===== src/rtl/seg_pkg.sv =====
// Shared constants and types for the multiplexed 7-segment display arbiter:
// hex-to-segment table, blank patterns and the ownership FSM states.
package seg_pkg;

  localparam logic [6:0] SEG_OFF = 7'h7F;
  localparam logic [3:0] AN_OFF  = 4'hF;

  // Active-low segments, bit 6 = a ... bit 0 = g
  localparam logic [6:0] HEX_SEG [16] = '{
    7'b0000001, 7'b1001111, 7'b0010010, 7'b0000110,
    7'b1001100, 7'b0100100, 7'b0100000, 7'b0001111,
    7'b0000000, 7'b0000100, 7'b0001000, 7'b1100000,
    7'b0110001, 7'b1000010, 7'b0110000, 7'b0111000
  };

  typedef enum logic [1:0] {
    IDLE = 2'd0,
    OWN  = 2'd1,
    GAP  = 2'd2
  } state_t;

endpackage


===== src/rtl/seg_display_arbiter_if.sv =====
// Requester-side bundle of the display arbiter plus the display pins and a
// debug view of the ownership FSM state.
interface seg_display_arbiter_if #(
    parameter int REQ_N = 4
);
    // Handshake: req[i] is a level request held for as long as requester i
    // wants the display; grant is its one-hot acknowledge, changing only in
    // the cycle after a frame boundary. While granted (and during the hold
    // window even after req drops) the owner's digits_in/blank_in are shown
    // live, one cycle after they are presented.
    logic [REQ_N-1:0]    req;
    logic [16*REQ_N-1:0] digits_in;
    logic [4*REQ_N-1:0]  blank_in;
    logic [REQ_N-1:0]    grant;
    logic [2:0]          owner;
    logic                busy;
    logic [3:0]          an_n;
    logic [6:0]          seg_n;
    logic                dp_n;
    logic [1:0]          state;

    modport master (
        output req, digits_in, blank_in,
        input  grant, owner, busy, an_n, seg_n, dp_n, state
    );

    modport slave (
        input  req, digits_in, blank_in,
        output grant, owner, busy, an_n, seg_n, dp_n, state
    );

endinterface


===== src/rtl/seg_hex_decoder.sv =====
// Combinational hex nibble to active-low 7-segment pattern.
module seg_hex_decoder
    import seg_pkg::*;
(
    input  logic [3:0] nibble,
    output logic [6:0] seg_n
);

    assign seg_n = HEX_SEG[nibble];

endmodule


===== src/rtl/seg_display_arbiter.sv =====
// Round-robin owner of the shared 4-digit multiplexed display with minimum
// hold and a blank frame between owners. Optional SEG_DIM_EN adds bright[1:0].
module seg_display_arbiter
    import seg_pkg::*;
#(
    parameter int REQ_N       = 4,
    parameter int SCAN_DIV    = 65536,
    parameter int HOLD_FRAMES = 16
) (
    input logic clk,
    input logic rst,
`ifdef SEG_DIM_EN
    input logic [1:0] bright,
`endif
    seg_display_arbiter_if.slave bus
);

    localparam int OW = $clog2(REQ_N);
    localparam int SW = $clog2(SCAN_DIV);
    localparam int HW = $clog2(HOLD_FRAMES + 1);

    logic [SW-1:0] scan_cnt;
    logic [1:0]    dig_idx;
    logic          slot_tick;
    logic          frame_tick;

    state_t        state_q, state_d;
    logic [OW-1:0] owner_q, owner_d;
    logic [OW-1:0] last_q, last_d;
    logic [HW-1:0] hold_q, hold_d;

    logic          rr_found;
    logic [OW-1:0] rr_pick;
    logic [OW-1:0] cand;
    logic          req_others;

    logic [3:0]    nib [REQ_N][4];
    logic          blk [REQ_N][4];
    logic [3:0]    nib_sel;
    logic          blank_sel;
    logic          duty_on;
    logic [6:0]    seg_dec;
    logic [3:0]    an_d, an_q;
    logic [6:0]    seg_d, seg_q;

    assign slot_tick  = (scan_cnt == SW'(SCAN_DIV - 1));
    assign frame_tick = slot_tick && (dig_idx == 2'd3);

    always_ff @(posedge clk) begin
        if (rst) begin
            scan_cnt <= '0;
            dig_idx  <= 2'd0;
        end else begin
            scan_cnt <= slot_tick ? '0 : scan_cnt + SW'(1);
            if (slot_tick)
                dig_idx <= dig_idx + 2'd1;
        end
    end

    // Search starts one past the previous owner so every requester gets a turn.
    always_comb begin
        rr_found = 1'b0;
        rr_pick  = last_q;
        cand     = '0;
        for (int i = 1; i <= REQ_N; i++) begin
            cand = OW'((int'(last_q) + i) % REQ_N);
            if (!rr_found && bus.req[cand]) begin
                rr_found = 1'b1;
                rr_pick  = cand;
            end
        end
    end

    assign req_others = |(bus.req & ~(REQ_N'(1) << owner_q));

    always_comb begin
        state_d = state_q;
        owner_d = owner_q;
        last_d  = last_q;
        hold_d  = hold_q;
        if (frame_tick) begin
            case (state_q)
                IDLE, GAP: begin
                    if (rr_found) begin
                        state_d = OWN;
                        owner_d = rr_pick;
                        last_d  = rr_pick;
                        hold_d  = HW'(HOLD_FRAMES - 1);
                    end else begin
                        state_d = IDLE;
                    end
                end
                OWN: begin
                    // No preemption: an owner past its hold leaves only by dropping req.
                    if (hold_q != '0)
                        hold_d = hold_q - HW'(1);
                    else if (!bus.req[owner_q])
                        state_d = req_others ? GAP : IDLE;
                end
                default: state_d = IDLE;
            endcase
        end
    end

    always_ff @(posedge clk) begin
        if (rst) begin
            state_q <= IDLE;
            owner_q <= '0;
            last_q  <= OW'(REQ_N - 1);
            hold_q  <= '0;
        end else begin
            state_q <= state_d;
            owner_q <= owner_d;
            last_q  <= last_d;
            hold_q  <= hold_d;
        end
    end

    always_comb begin
        for (int r = 0; r < REQ_N; r++) begin
            for (int d = 0; d < 4; d++) begin
                nib[r][d] = bus.digits_in[16*r + 4*d +: 4];
                blk[r][d] = bus.blank_in[4*r + d];
            end
        end
    end

    assign nib_sel   = nib[owner_q][dig_idx];
    assign blank_sel = blk[owner_q][dig_idx];

    seg_hex_decoder u_dec (
        .nibble (nib_sel),
        .seg_n  (seg_dec)
    );

`ifdef SEG_DIM_EN
    assign duty_on = int'(scan_cnt) < (((int'(bright) + 1) * SCAN_DIV) / 4);
`else
    assign duty_on = 1'b1;
`endif

    always_comb begin
        an_d  = AN_OFF;
        seg_d = SEG_OFF;
        if (state_q == OWN) begin
            seg_d = seg_dec;
            if (!blank_sel && duty_on)
                an_d = ~(4'b0001 << dig_idx);
        end
    end

    always_ff @(posedge clk) begin
        if (rst) begin
            an_q  <= AN_OFF;
            seg_q <= SEG_OFF;
        end else begin
            an_q  <= an_d;
            seg_q <= seg_d;
        end
    end

    assign bus.grant = (state_q == OWN) ? (REQ_N'(1) << owner_q) : '0;
    assign bus.owner = 3'(owner_q);
    assign bus.busy  = (state_q == OWN);
    assign bus.an_n  = an_q;
    assign bus.seg_n = seg_q;
    assign bus.dp_n  = 1'b1;
    assign bus.state = state_q;

endmodule


===== src/flat_wrapper.sv =====
// flat-port wrapper written by rule: the top's interface ports become plain ports
module seg_display_arbiter_flat import seg_pkg::*;
#(
    parameter int REQ_N       = 4,
    parameter int SCAN_DIV    = 65536,
    parameter int HOLD_FRAMES = 16
)
  (clk, rst, bus_req, bus_digits_in, bus_blank_in, bus_grant, bus_owner, bus_busy, bus_an_n, bus_seg_n, bus_dp_n, bus_state);
  seg_display_arbiter_if #(.REQ_N(REQ_N)) bus_i ();
  input logic clk;
  input logic rst;
  input wire logic [$bits(bus_i.req)-1:0] bus_req;
  input wire logic [$bits(bus_i.digits_in)-1:0] bus_digits_in;
  input wire logic [$bits(bus_i.blank_in)-1:0] bus_blank_in;
  output wire logic [$bits(bus_i.grant)-1:0] bus_grant;
  output wire logic [$bits(bus_i.owner)-1:0] bus_owner;
  output wire logic [$bits(bus_i.busy)-1:0] bus_busy;
  output wire logic [$bits(bus_i.an_n)-1:0] bus_an_n;
  output wire logic [$bits(bus_i.seg_n)-1:0] bus_seg_n;
  output wire logic [$bits(bus_i.dp_n)-1:0] bus_dp_n;
  output wire logic [$bits(bus_i.state)-1:0] bus_state;
  assign bus_i.req = bus_req;
  assign bus_i.digits_in = bus_digits_in;
  assign bus_i.blank_in = bus_blank_in;
  assign bus_grant = bus_i.grant;
  assign bus_owner = bus_i.owner;
  assign bus_busy = bus_i.busy;
  assign bus_an_n = bus_i.an_n;
  assign bus_seg_n = bus_i.seg_n;
  assign bus_dp_n = bus_i.dp_n;
  assign bus_state = bus_i.state;
  seg_display_arbiter #(.REQ_N(REQ_N), .SCAN_DIV(SCAN_DIV), .HOLD_FRAMES(HOLD_FRAMES)) u_core (.clk(clk), .rst(rst), .bus(bus_i));
endmodule

===== config.mk =====
export PLATFORM = sky130hd
export DESIGN_NAME = seg_display_arbiter_flat
export DESIGN_NICKNAME = d
export VERILOG_FILES = /design/src/rtl/seg_pkg.sv /design/src/rtl/seg_display_arbiter_if.sv /design/src/rtl/seg_hex_decoder.sv /design/src/rtl/seg_display_arbiter.sv /design/src/flat_wrapper.sv
export SDC_FILE = /design/constraint.sdc
export NUM_CORES = 1
export LEC_CHECK = 0
export CORE_MARGIN = 2
export CORE_UTILIZATION = 43
export DETAILED_ROUTE_END_ITERATION = 16
export PLACE_DENSITY = 0.8
export SYNTH_ARGS = -nofsm -noshare
export SYNTH_HDL_FRONTEND = slang
export SYNTH_SLANG_ARGS = --single-unit

===== constraint.sdc =====
create_clock -name clk -period 2.99 [get_ports clk]
set_input_delay 0.598 -clock clk [delete_from_list [all_inputs] [get_ports clk]]
set_output_delay 0.598 -clock clk [all_outputs]
set_load 0.03 [all_outputs]

# Word-level counts from Yosys, hierarchy flattened
# Memory sizes are Yosys's and may differ from the RTL's. A register that Yosys moved wholly into a read port is not among the register bits.
# Index checks and enable logic that the tools add are counted.
# W data, S select, Z words.
[word_totals]
mem_count = 1
output_inout_bits = 22
mem_bits_ro = 112
inputBits = 86
regBits = 33
[classes]
n_bitwise = 7
reduce_logical = 18
n_eq_ne = 8
addsub = 7
order_cmp = 7
mux = 39
shifts = 2
[memory_table]
columns = ["name", "depth", "width", "rd", "rd_ports_with_merged_regs", "write_ports", "line_no", "rtl"]
rows = [
  ["(no name shown)", 16, 7, 1, 1, 0, "seg_hex_decoder.sv:9", "assign seg_n = HEX_SEG[nibble];"],
]
[op_table]
columns = ["op", "count"]
rows = [
  ["$bmux W16 S2", 1],
  ["$mux W16", 2],
  ["$mux W4", 5],
  ["$add A16 B1 Y16 const B", 1],
  ["$bmux W4 S2", 2],
  ["$eq A16 B16 Y1 const B", 1],
  ["$lt A2 B3 Y1 const B", 5],
  ["$mux W2", 7],
  ["$bmux W1 S2", 6],
  ["$mux W1", 12],
  ["$mux W5", 2],
  ["$pmux W5 S2", 1],
  ["$not A4 Y4", 2],
  ["$shl A1 B2 Y4 const A", 2],
  ["$add A2 B1 Y2 const B", 3],
  ["$ge A3 B3 Y1 const B", 2],
  ["$not A2 Y3", 2],
  ["$reduce_and A3 Y1", 2],
  ["$reduce_or A2 Y1", 3],
  ["$not A4 Y5", 1],
  ["$reduce_bool A5 Y1", 1],
  ["$sub A5 B1 Y5 const B", 1],
  ["$add A2 B2 Y2 const B", 2],
  ["$and A4 B4 Y4", 1],
  ["other kinds (13)", 21],
]

# Logic depth before layout (Yosys ltp)
# Gate-level depths: netlist (run 1).
[logic_depth]
depth_word = 15
mapped_depth = 11
depth_no_buf = 9

# Modules after synthesis
# From an unflattened synthesis (run 1), not the netlist that was laid out.
[hier_totals]
cells_unflattened = 280
hier_area_um2 = 2742.6
[by_module_without_submodules]
columns = ["module", "seq_area_each_um2", "area_each_um2", "instances", "cells_per_inst"]
rows = [
  ["seg_display_arbiter", 800.8, 2479.9, 1, 249],
  ["seg_hex_decoder", 0.0, 262.8, 1, 31],
]

# Least setup slack after synthesis (run 1)
# Ideal clock, no wire load.
[synth_path]
path_kind = "reg2reg"
start = "reg u_core.owner_q[0]"
end = "reg u_core.seg_q[3] (netlist: u_core.bus.seg_n[3])"
arrival_time_ps = 2685
path_stages_with_launch = 10
required_time_ps = 2872
slack_ps = 187
setup_ps = 118
path_cell_list = "dfxtp_1 > buf_6 > clkbuf_1 > mux4_2 > a221oi_2 > inv_1 > ha_1 > mux2_4 > mux2i_1 > nand2_1"
[synth_between]
elab_chain_len = 8
[synth_rtl]
columns = ["element", "line_no", "rtl"]
rows = [
  ["start: declaration", "seg_display_arbiter.sv:28", "logic [OW-1:0] owner_q, owner_d;"],
  ["start signal: assignment", "seg_display_arbiter.sv:113", "owner_q <= owner_d;"],
  ["$not A2 Y3 (implied by the code)", "seg_display_arbiter.sv:128", "assign nib_sel = nib[owner_q][dig_idx];"],
  ["$bmux W16 S2", "seg_display_arbiter.sv:128", ""],
  ["$mux W16 (implied by the code) (2 in a row)", "seg_display_arbiter.sv:128", ""],
  ["$bmux W4 S2", "seg_display_arbiter.sv:128", ""],
  ["$mux W4 (implied by the code) (2 in a row)", "seg_display_arbiter.sv:128", ""],
  ["$not A4 Y5 (implied by the code)", "seg_hex_decoder.sv:9", ""],
  ["end: declaration", "seg_display_arbiter.sv:44", "logic [6:0] seg_d, seg_q;"],
]
# Every way passes these cells. The select of a mux whose other input is x is not followed.
# A chain may end at the register's enable or synchronous reset.

# Worst setup path in the final report (run 1)
# Ends and elaborated chain as after synthesis.

==> results of run 1 <==
-- sequential cells by signal, summed over array words and instances, names as in the netlist --
register          cells
u_core.owner_q        2
u_core.scan_cnt      16
u_core.last_q         2
u_core.bus.an_n       4
u_core.bus.seg_n      7
u_core.dig_idx        2
u_core.hold_q         5
u_core.bus.state      2
-- power by group --
part           internal [mW]  switching (mW)
clock                  0.248           0.187
combinational          0.140          0.0639
sequential             0.536         0.00254
-- cell usage after synthesis, drive strengths merged, types with 2 or more instances --
cell type	n
nor3	7
o22ai	2
nor4	3
nor2	37
and2	4
a221o	2
mux2	2
ha	11
nand3	9
clkbuf	5
or2	2
nand4	3
inv	16
nand2	24
a22o	3
dfxtp	40
mux2i	4
a221oi	3
xnor2	8
conb	2
a211oi	4
mux4	21
o21ai	10
xor2	8
a22oi	4
nor2b	2
buf	8
nand2b	2
a21oi	15
-- final cells by class --
type	count	area (um^2)	share of cell area, %
multi-input cells	202	1667	43.29
well taps	75	93.84	2.437
flip-flops and latches	40	800.8	20.80
repair buffers	115	1121	29.12
inverters	16	60.06	1.560
clock buffers	6	72.57	1.885
clock inverters	2	35.03	0.9100
-- through the flow --
| stage | util (%) | power [mW] |
|---|---|---|
| 2_1_floorplan | - | 0.6254 |
| 3_3_place_gp | 63.58 | 0.7485 |
| 3_5_place_dp | 63.58 | 0.7541 |
| 4_1_cts | 65.41 | 1.187 |
| 5_1_grt | 65.41 | 1.228 |
| 6_report | 65.41 | 1.176 |
-- layout by cell type, fill, tap and decap left out, drive strengths merged, types with 2 or more instances in the layout --
cell,instances
clkdlybuf4s50,103
dfxtp,40
nor2,37
nand2,24
mux4,21
inv,16
a21oi,15
buf,12
ha,11
o21ai,10
nand3,9
xnor2,8
xor2,8
nor3,7
clkbuf,6
and2,4
mux2i,4
a211oi,4
a22oi,4
a22o,3
nand4,3
a221oi,3
nor4,3
nand2b,2
nor2b,2
o22ai,2
a221o,2
conb,2
or2,2
mux2,2
-- kinds of logic (layout without fill, tap and decap cells) --
logic type | after synthesis | after routing | share of synthesized area [%]
fa+ha+maj | 11 | 11 | 5.268
mux | 27 | 27 | 20.79
xor+xnor | 16 | 16 | 5.364
other cells | 2 | 2 | 0.2875
flops | 40 | 40 | 30.65
simple gates | 98 | 98 | 18.39
buf+inv | 29 | 139 | 5.556
compound gates | 48 | 48 | 13.70
-- worst min path at each step --
stage | from | endpoint | slack, ns | depth (start not counted)
floorplan | u_core.scan_cnt[0]$_SDFF_PP0_ | u_core.scan_cnt[0]$_SDFF_PP0_ | 0.42 | 1
global placement | u_core.scan_cnt[0]$_SDFF_PP0_ | u_core.scan_cnt[0]$_SDFF_PP0_ | 0.43 | 1
detailed placement | u_core.scan_cnt[0]$_SDFF_PP0_ | u_core.scan_cnt[0]$_SDFF_PP0_ | 0.45 | 1
CTS | u_core.scan_cnt[0]$_SDFF_PP0_ | u_core.scan_cnt[0]$_SDFF_PP0_ | 0.46 | 1
global route | u_core.scan_cnt[0]$_SDFF_PP0_ | u_core.scan_cnt[0]$_SDFF_PP0_ | 0.49 | 1
finish | u_core.scan_cnt[0]$_SDFF_PP0_ | u_core.scan_cnt[0]$_SDFF_PP0_ | 0.46 | 1
-- critical path, delay by kind of cell, from the launching register on --
kind,cells,cell delay (ns)
muxes,3,0.93
DFF,1,0.62
buffers and inverters,2,0.39
AOI/OAI and AO/OA,1,0.29
adders and majority gates,1,0.22
and+or+nand+nor,1,0.06
-- per-layer routing --
metal / vias to the layer above / part of all wire [%] / GRT usage [%]
met2: 89 / 51 / 40.81
met5: - / 0 / 0
met4: 0 / 1.0 / 5.500
li1: 1198 / - / -
met3: 10 / 9.9 / 6.374
met1: 1149 / 38 / 23.89
==> impl_metrics.tcl, run 1 <==
set metrics [dict create \
    status "finished clean" \
    place_inst 448 \
    synth_top_area_share_pct 30.65 \
    synthFlopType "dfxtp_1" \
    dieArea_um2 6715 \
    vias 2446 \
    min_path_type "flop to flop" \
    clkSlewWorstSetupHoldPaths_ns 0.07 \
    endpoint "u_core.bus.seg_n[3]$_SDFF_PP1_" \
    grtUsageTotal_pct 21.80 \
    port_buffers 105 \
    peakVddDrop_mv 0.2789 \
    cts_setup_buffers 0 \
    wirelength_mm 7.121 \
    yosysUniqueCellTypes 52 \
    grt_pass1_wl_mm 11.18 \
    overflow 0 \
    drt_pass1_iterations 4 \
    async_flop_share_pct 0 \
    row_count 28 \
    layout.cells.non_filler 456 \
    wl_per_cell_um 15.62 \
    tns_ns 0 \
    synth_area_leaders "dfxtp_1, mux4_2, nor2_1, ha_1, nand2_1" \
    die_h_um 81.95 \
    drive_gt1_share_pct 13.65 \
    maxSlewViolCount 0 \
    clock-sinks 40 \
    drv_cap 0 \
    io_pins 108 \
    path_class "flop to flop" \
    grt_max_degree 21 \
    drc 0 \
    h-tree-depth 2 \
    hold_viol 0 \
    pre_cts_ws_ns 0.1259 \
    r2r-end "u_core.bus.seg_n[3]$_SDFF_PP1_" \
    syn_area_per_cell_um2 9.640 \
    finalCritPeriodShare_pct 87.59 \
    rsz0062_at_grt "false" \
    clock.fmax_mhz 381.8 \
    synth_top_cell_by_area "dfxtp_1" \
    power_density_nw_per_um2 305.5 \
    synth_edf_count 0 \
    skew_ns 0.003398 \
    worst_slack_ns 0.3710 \
    max_stage_delay_ns 0.62 \
    cp_max_fo 8 \
    crit_path_top_delay_cell "dfxtp_1" \
    final_nets 477 \
    place_congestion 0.8394 \
    start_kind "flop" \
    worstReg2RegStart "u_core.owner_q[0]$_SDFFE_PP0P_" \
    ctsHoldBuffers 0 \
    yosys_warnings 0 \
    clk_latency_ns 0.30 \
    syn_area_um2 2613 \
    worstPathArrival_ns 2.81 \
    dr.first_iter.drc_count 127 \
    worst_ep_required_time_ns 3.18 \
    fillers 479 \
    post_cts_resized 0 \
    dp_hpwl_mm 5.718 \
    initial_core_util_pct 44.39 \
    synth-seq-cells 40 \
    ff2ff_setup_slack_ns 0.37 \
    startpoint "u_core.owner_q[0]$_SDFFE_PP0P_" \
    fp.dieW_um 81.95 \
    final_area_um2 3850 \
    antenna_cells 0 \
    cts_root_buf "clkbuf_8" \
    final_antenna_net_count 0 \
    post_dp_cell_area_um2 3742 \
    syn_to_final_growth_pct 47.37 \
    first_global_vias 2425 \
    reg2reg_depth 8 \
    cts_buffers 5 \
    clock_path_buffers 2 \
    antenna_found_initial 0 \
    setup_viol 0 \
    path_cells "buf_4 > mux4_2 > a221oi_2 > inv_1 > ha_1 > mux2_4 > mux2i_1 > nand2_1" \
    crit_path_end_kind "flop" \
    cts_tree "done" \
    whs_ns 0.4580 \
    core_um2 5886 \
    yosysSeqAreaShare_pct 30.65 \
    period_needed_ns 2.619 \
    synth_nets 368 \
    via_per_inst 5.364 \
    synth_cells 271 \
    leakage_nw 1.464 \
]
No activity file was read; power rests on OpenSTA's default activity.
==> inputs of run 2 (changes only) <==
--- a/config.mk
+++ b/config.mk
@@ -12,3 +12,4 @@
 export SYNTH_ARGS = -nofsm -noshare
 export SYNTH_HDL_FRONTEND = slang
 export SYNTH_SLANG_ARGS = --single-unit
+export TNS_END_PERCENT = 100
==> results of run 2 <==
Same layout as run 1: the final DEF is identical, and so are final timing and power.
==> inputs of run 3 (changes only) <==
--- a/config.mk
+++ b/config.mk
@@ -5,10 +5,12 @@
 export SDC_FILE = /design/constraint.sdc
 export NUM_CORES = 1
 export LEC_CHECK = 0
+export ABC_AREA = 1
 export CORE_MARGIN = 2
-export CORE_UTILIZATION = 43
+export CORE_UTILIZATION = 45
 export DETAILED_ROUTE_END_ITERATION = 16
-export PLACE_DENSITY = 0.8
+export PLACE_DENSITY = 0.81
+export SLEW_MARGIN = 10
 export SYNTH_ARGS = -nofsm -noshare
 export SYNTH_HDL_FRONTEND = slang
 export SYNTH_SLANG_ARGS = --single-unit
==> run 3 against run 2 <==
Against the previous run: worst hold slack got worse by 0.00087 ns; die area increased by 7.7%; via count increased by 42%; setup slack got worse by 0.18 ns; clock-buffer cell count unchanged; register-to-register slack improved by 0.19 ns; clock skew increased by 0.0090 ns; sequential power about the same; design area increased by 8.3%; synthesized area increased by 13%; critical endpoint is now bus_grant[0].
==> impl_metrics.tcl, run 3 <==
set metrics [dict create \
    synth.most_common_cell "nand2_1" \
    power.switching_uw 259.7 \
    syn_area_per_cell_um2 5.878 \
    power_frac_seq_pct 46.0 \
    synth_xor_area_share_pct 2.074 \
    antenna_cells 0 \
    drc 0 \
    max_stage_delay_ns 0.70 \
    p_comb_share_pct 17.3 \
    async_flop_share_pct 0 \
    p_sw_share_pct 22.21 \
    place_inst 675 \
    synthFlopType "dfxtp_1" \
    cts_setup_buffers 0 \
    row_count 29 \
    first_global_vias 3286 \
    status "finished clean" \
    synth_mux_area_share_pct 0 \
    final_nets 702 \
    clk_latency_ns 0.30 \
    synth_cells 503 \
    initial_core_util_pct 46.56 \
    synth_top_family_by_area "simple AND/OR/NAND/NOR gates" \
    yosys_warnings 0 \
    tns_ns 0 \
    slew_headroom_pct 54.06 \
    yosysUniqueCellTypes 28 \
    cpLargestDelayFamily "buffers and inverters" \
    post_cts_resized 0 \
    vias 3481 \
    dp_hpwl_mm 6.877 \
    ff2ff_setup_slack_ns 0.56 \
    synth-adder-area-share_pct 4.655 \
    ctsHoldBuffers 0 \
    min_path_type "flop to flop" \
    hold_viol 0 \
    clock-sinks 40 \
    mostFrequentLayoutCell "nand2_1" \
    wl_per_cell_um 12.95 \
    final_cell_mix "nand2_1, clkdlybuf4s50_1, inv_1" \
    core_um2 6350 \
    drt_pass1_iterations 4 \
    synthSimpleGateAreaFrac_pct 47.48 \
    multi_input_area_um2 1854 \
    synth_top_area_share_pct 27.08 \
    crit_path_top_delay_cell "clkdlybuf4s50_1" \
    clock_path_buffers 2 \
    cts_root_buf "clkbuf_8" \
    final_antenna_net_count 0 \
    path_class "flop to primary output" \
    place_congestion 0.8630 \
    clock.fmax_mhz 356.9 \
    finish.utilization_pct 65.66 \
    die_h_um 85.06 \
    power_density_nw_per_um2 280.5 \
    clkSlewWorstSetupHoldPaths_ns 0.07 \
    r2r-end "u_core.bus.seg_n[5]$_SDFF_PP1_" \
    cts_buffers 5 \
    syn_area_um2 2957 \
    synth-seq-cells 40 \
    overflow 0 \
    wirelength_mm 8.847 \
    p_int_uw 909.6 \
    path_cells "inv_1 > nor2_2 > clkinv_1 > nor3_1 > clkdlybuf4s50_1" \
    endpoint "bus_grant[0]" \
    maxSlewViolCount 0 \
    crit_path_end_kind "primary output" \
    grt_pass1_wl_mm 14.43 \
    synth_compound_area_share_pct 8.252 \
    skew_ns 0.01242 \
    cp_max_fo 9 \
    synth_nets 600 \
    grt_max_degree 18 \
    via_per_inst 5.097 \
    critical_path_buf_inv_count 3 \
    synth_area_leaders "dfxtp_1, nand2_1, nand3_1, inv_1, nand4_1" \
    yosysSeqAreaShare_pct 27.08 \
    total_power_mw 1.169 \
    largest_reg_flops 16 \
    cp.depth 5 \
    setup_viol 0 \
    antenna_found_initial 0 \
    start_kind "flop" \
    fillers 571 \
    synth_top_cell_by_area "dfxtp_1" \
    io_pins 108 \
    worstPathArrival_ns 2.20 \
    cts_tree "done" \
    regArea_um2 800.8 \
    final_area_um2 4169 \
    leakage_nw 1.847 \
    layout.cells.non_filler 683 \
    reg2reg_depth 12 \
    largest-register "u_core.scan_cnt" \
    drv_cap 0 \
    dr.first_iter.drc_count 159 \
    startpoint "u_core.bus.state[0]$_SDFFE_PP0P_" \
    port_buffers 105 \
    ys_top_cells_by_count "nand2_1, inv_1, nand3_1" \
    worst_pin_slew_ns 0.6866 \
    dieArea_um2 7234 \
    finalCritPeriodShare_pct 93.72 \
    grtUsageTotal_pct 24.11 \
    clkPwrFrac_pct 36.8 \
    peakVddDrop_mv 0.3075 \
    worstReg2RegStart "u_core.owner_q[0]$_SDFFE_PP0P_" \
    post_dp_cell_area_um2 4061 \
    fp.dieW_um 85.06 \
    worst_ep_required_time_ns 2.39 \
    synth_edf_count 0 \
    syn_to_final_growth_pct 41.01 \
    period_needed_ns 2.802 \
    drive_gt1_share_pct 4.620 \
    rsz0062_at_grt "false" \
    h-tree-depth 2 \
]
-- run 3: cell count changes in the layout (fill, tap and decap cells not counted), moves of 8 or more --
cell | before | now
nand2_1 | 22 | 194
nand3_1 | 9 | 47
inv_1 | 16 | 50
nand4_1 | 3 | 27
mux4_2 | 20 | 0
o21ai_0 | 4 | 12
-- run 3: power groups by stage --
stage                     Sequential (mW)  Combinational, mW  Clock (mW)
final                               0.538              0.202       0.430
after global routing                0.538              0.221       0.460
after global placement              0.550              0.198           0
after detailed placement            0.550              0.200           0
after floorplan                     0.550             0.0751           0
after CTS                           0.538              0.202       0.442
-- run 3: how the worst min path moves through the flow --
stage                                   start                        endpoint  slack [ns]  cells past startpoint
2_1_floorplan   u_core.scan_cnt[0]$_SDFF_PP0_   u_core.scan_cnt[0]$_SDFF_PP0_        0.42                      1
3_3_place_gp    u_core.scan_cnt[0]$_SDFF_PP0_   u_core.scan_cnt[0]$_SDFF_PP0_        0.43                      1
3_5_place_dp   u_core.scan_cnt[14]$_SDFF_PP0_  u_core.scan_cnt[14]$_SDFF_PP0_        0.45                      1
4_1_cts         u_core.scan_cnt[0]$_SDFF_PP0_   u_core.scan_cnt[0]$_SDFF_PP0_        0.46                      1
5_1_grt         u_core.scan_cnt[0]$_SDFF_PP0_   u_core.scan_cnt[0]$_SDFF_PP0_        0.48                      1
6_report        u_core.scan_cnt[0]$_SDFF_PP0_   u_core.scan_cnt[0]$_SDFF_PP0_        0.46                      1
-- run 3: per-stage QoR --
step	setup slack, ns	hold slack [ns]
2_1_floorplan	0.2878	0.4179
3_3_place_gp	0.5850	0.4293
3_5_place_dp	0.5131	0.4454
4_1_cts	0.1781	0.4627
5_1_grt	0.01711	0.4770
6_report	0.1878	0.4571
-- run 3: metal layers --
metal	share of wire, %	up-vias	wire length [um]	track usage [%]
met1	44	1535	3855	30.22
met3	7.8	11	693	4.572
met4	1.1	0	99	5.628
li1	-	1815	-	-
met2	47	120	4199	42.68
met5	0	-	0	0
-- run 3: cell type report --
class	count	area share [%]
clock inverter	2	0.8403
timing repair buffer	113	26.65
inverter	53	4.772
multi-input combinational	392	44.48
sequential	40	19.21
clock buffer	6	1.741
tap	77	2.311
-- run 3: cell families (layout without fill, tap and decap cells) --
logic type      Yosys count  after routing
simple gates            328            328
buf+inv                  71            174
compound gates           44             44
flops                    40             40
fa+ha+maj                11             11
xor+xnor                  7              7
other cells               2              2
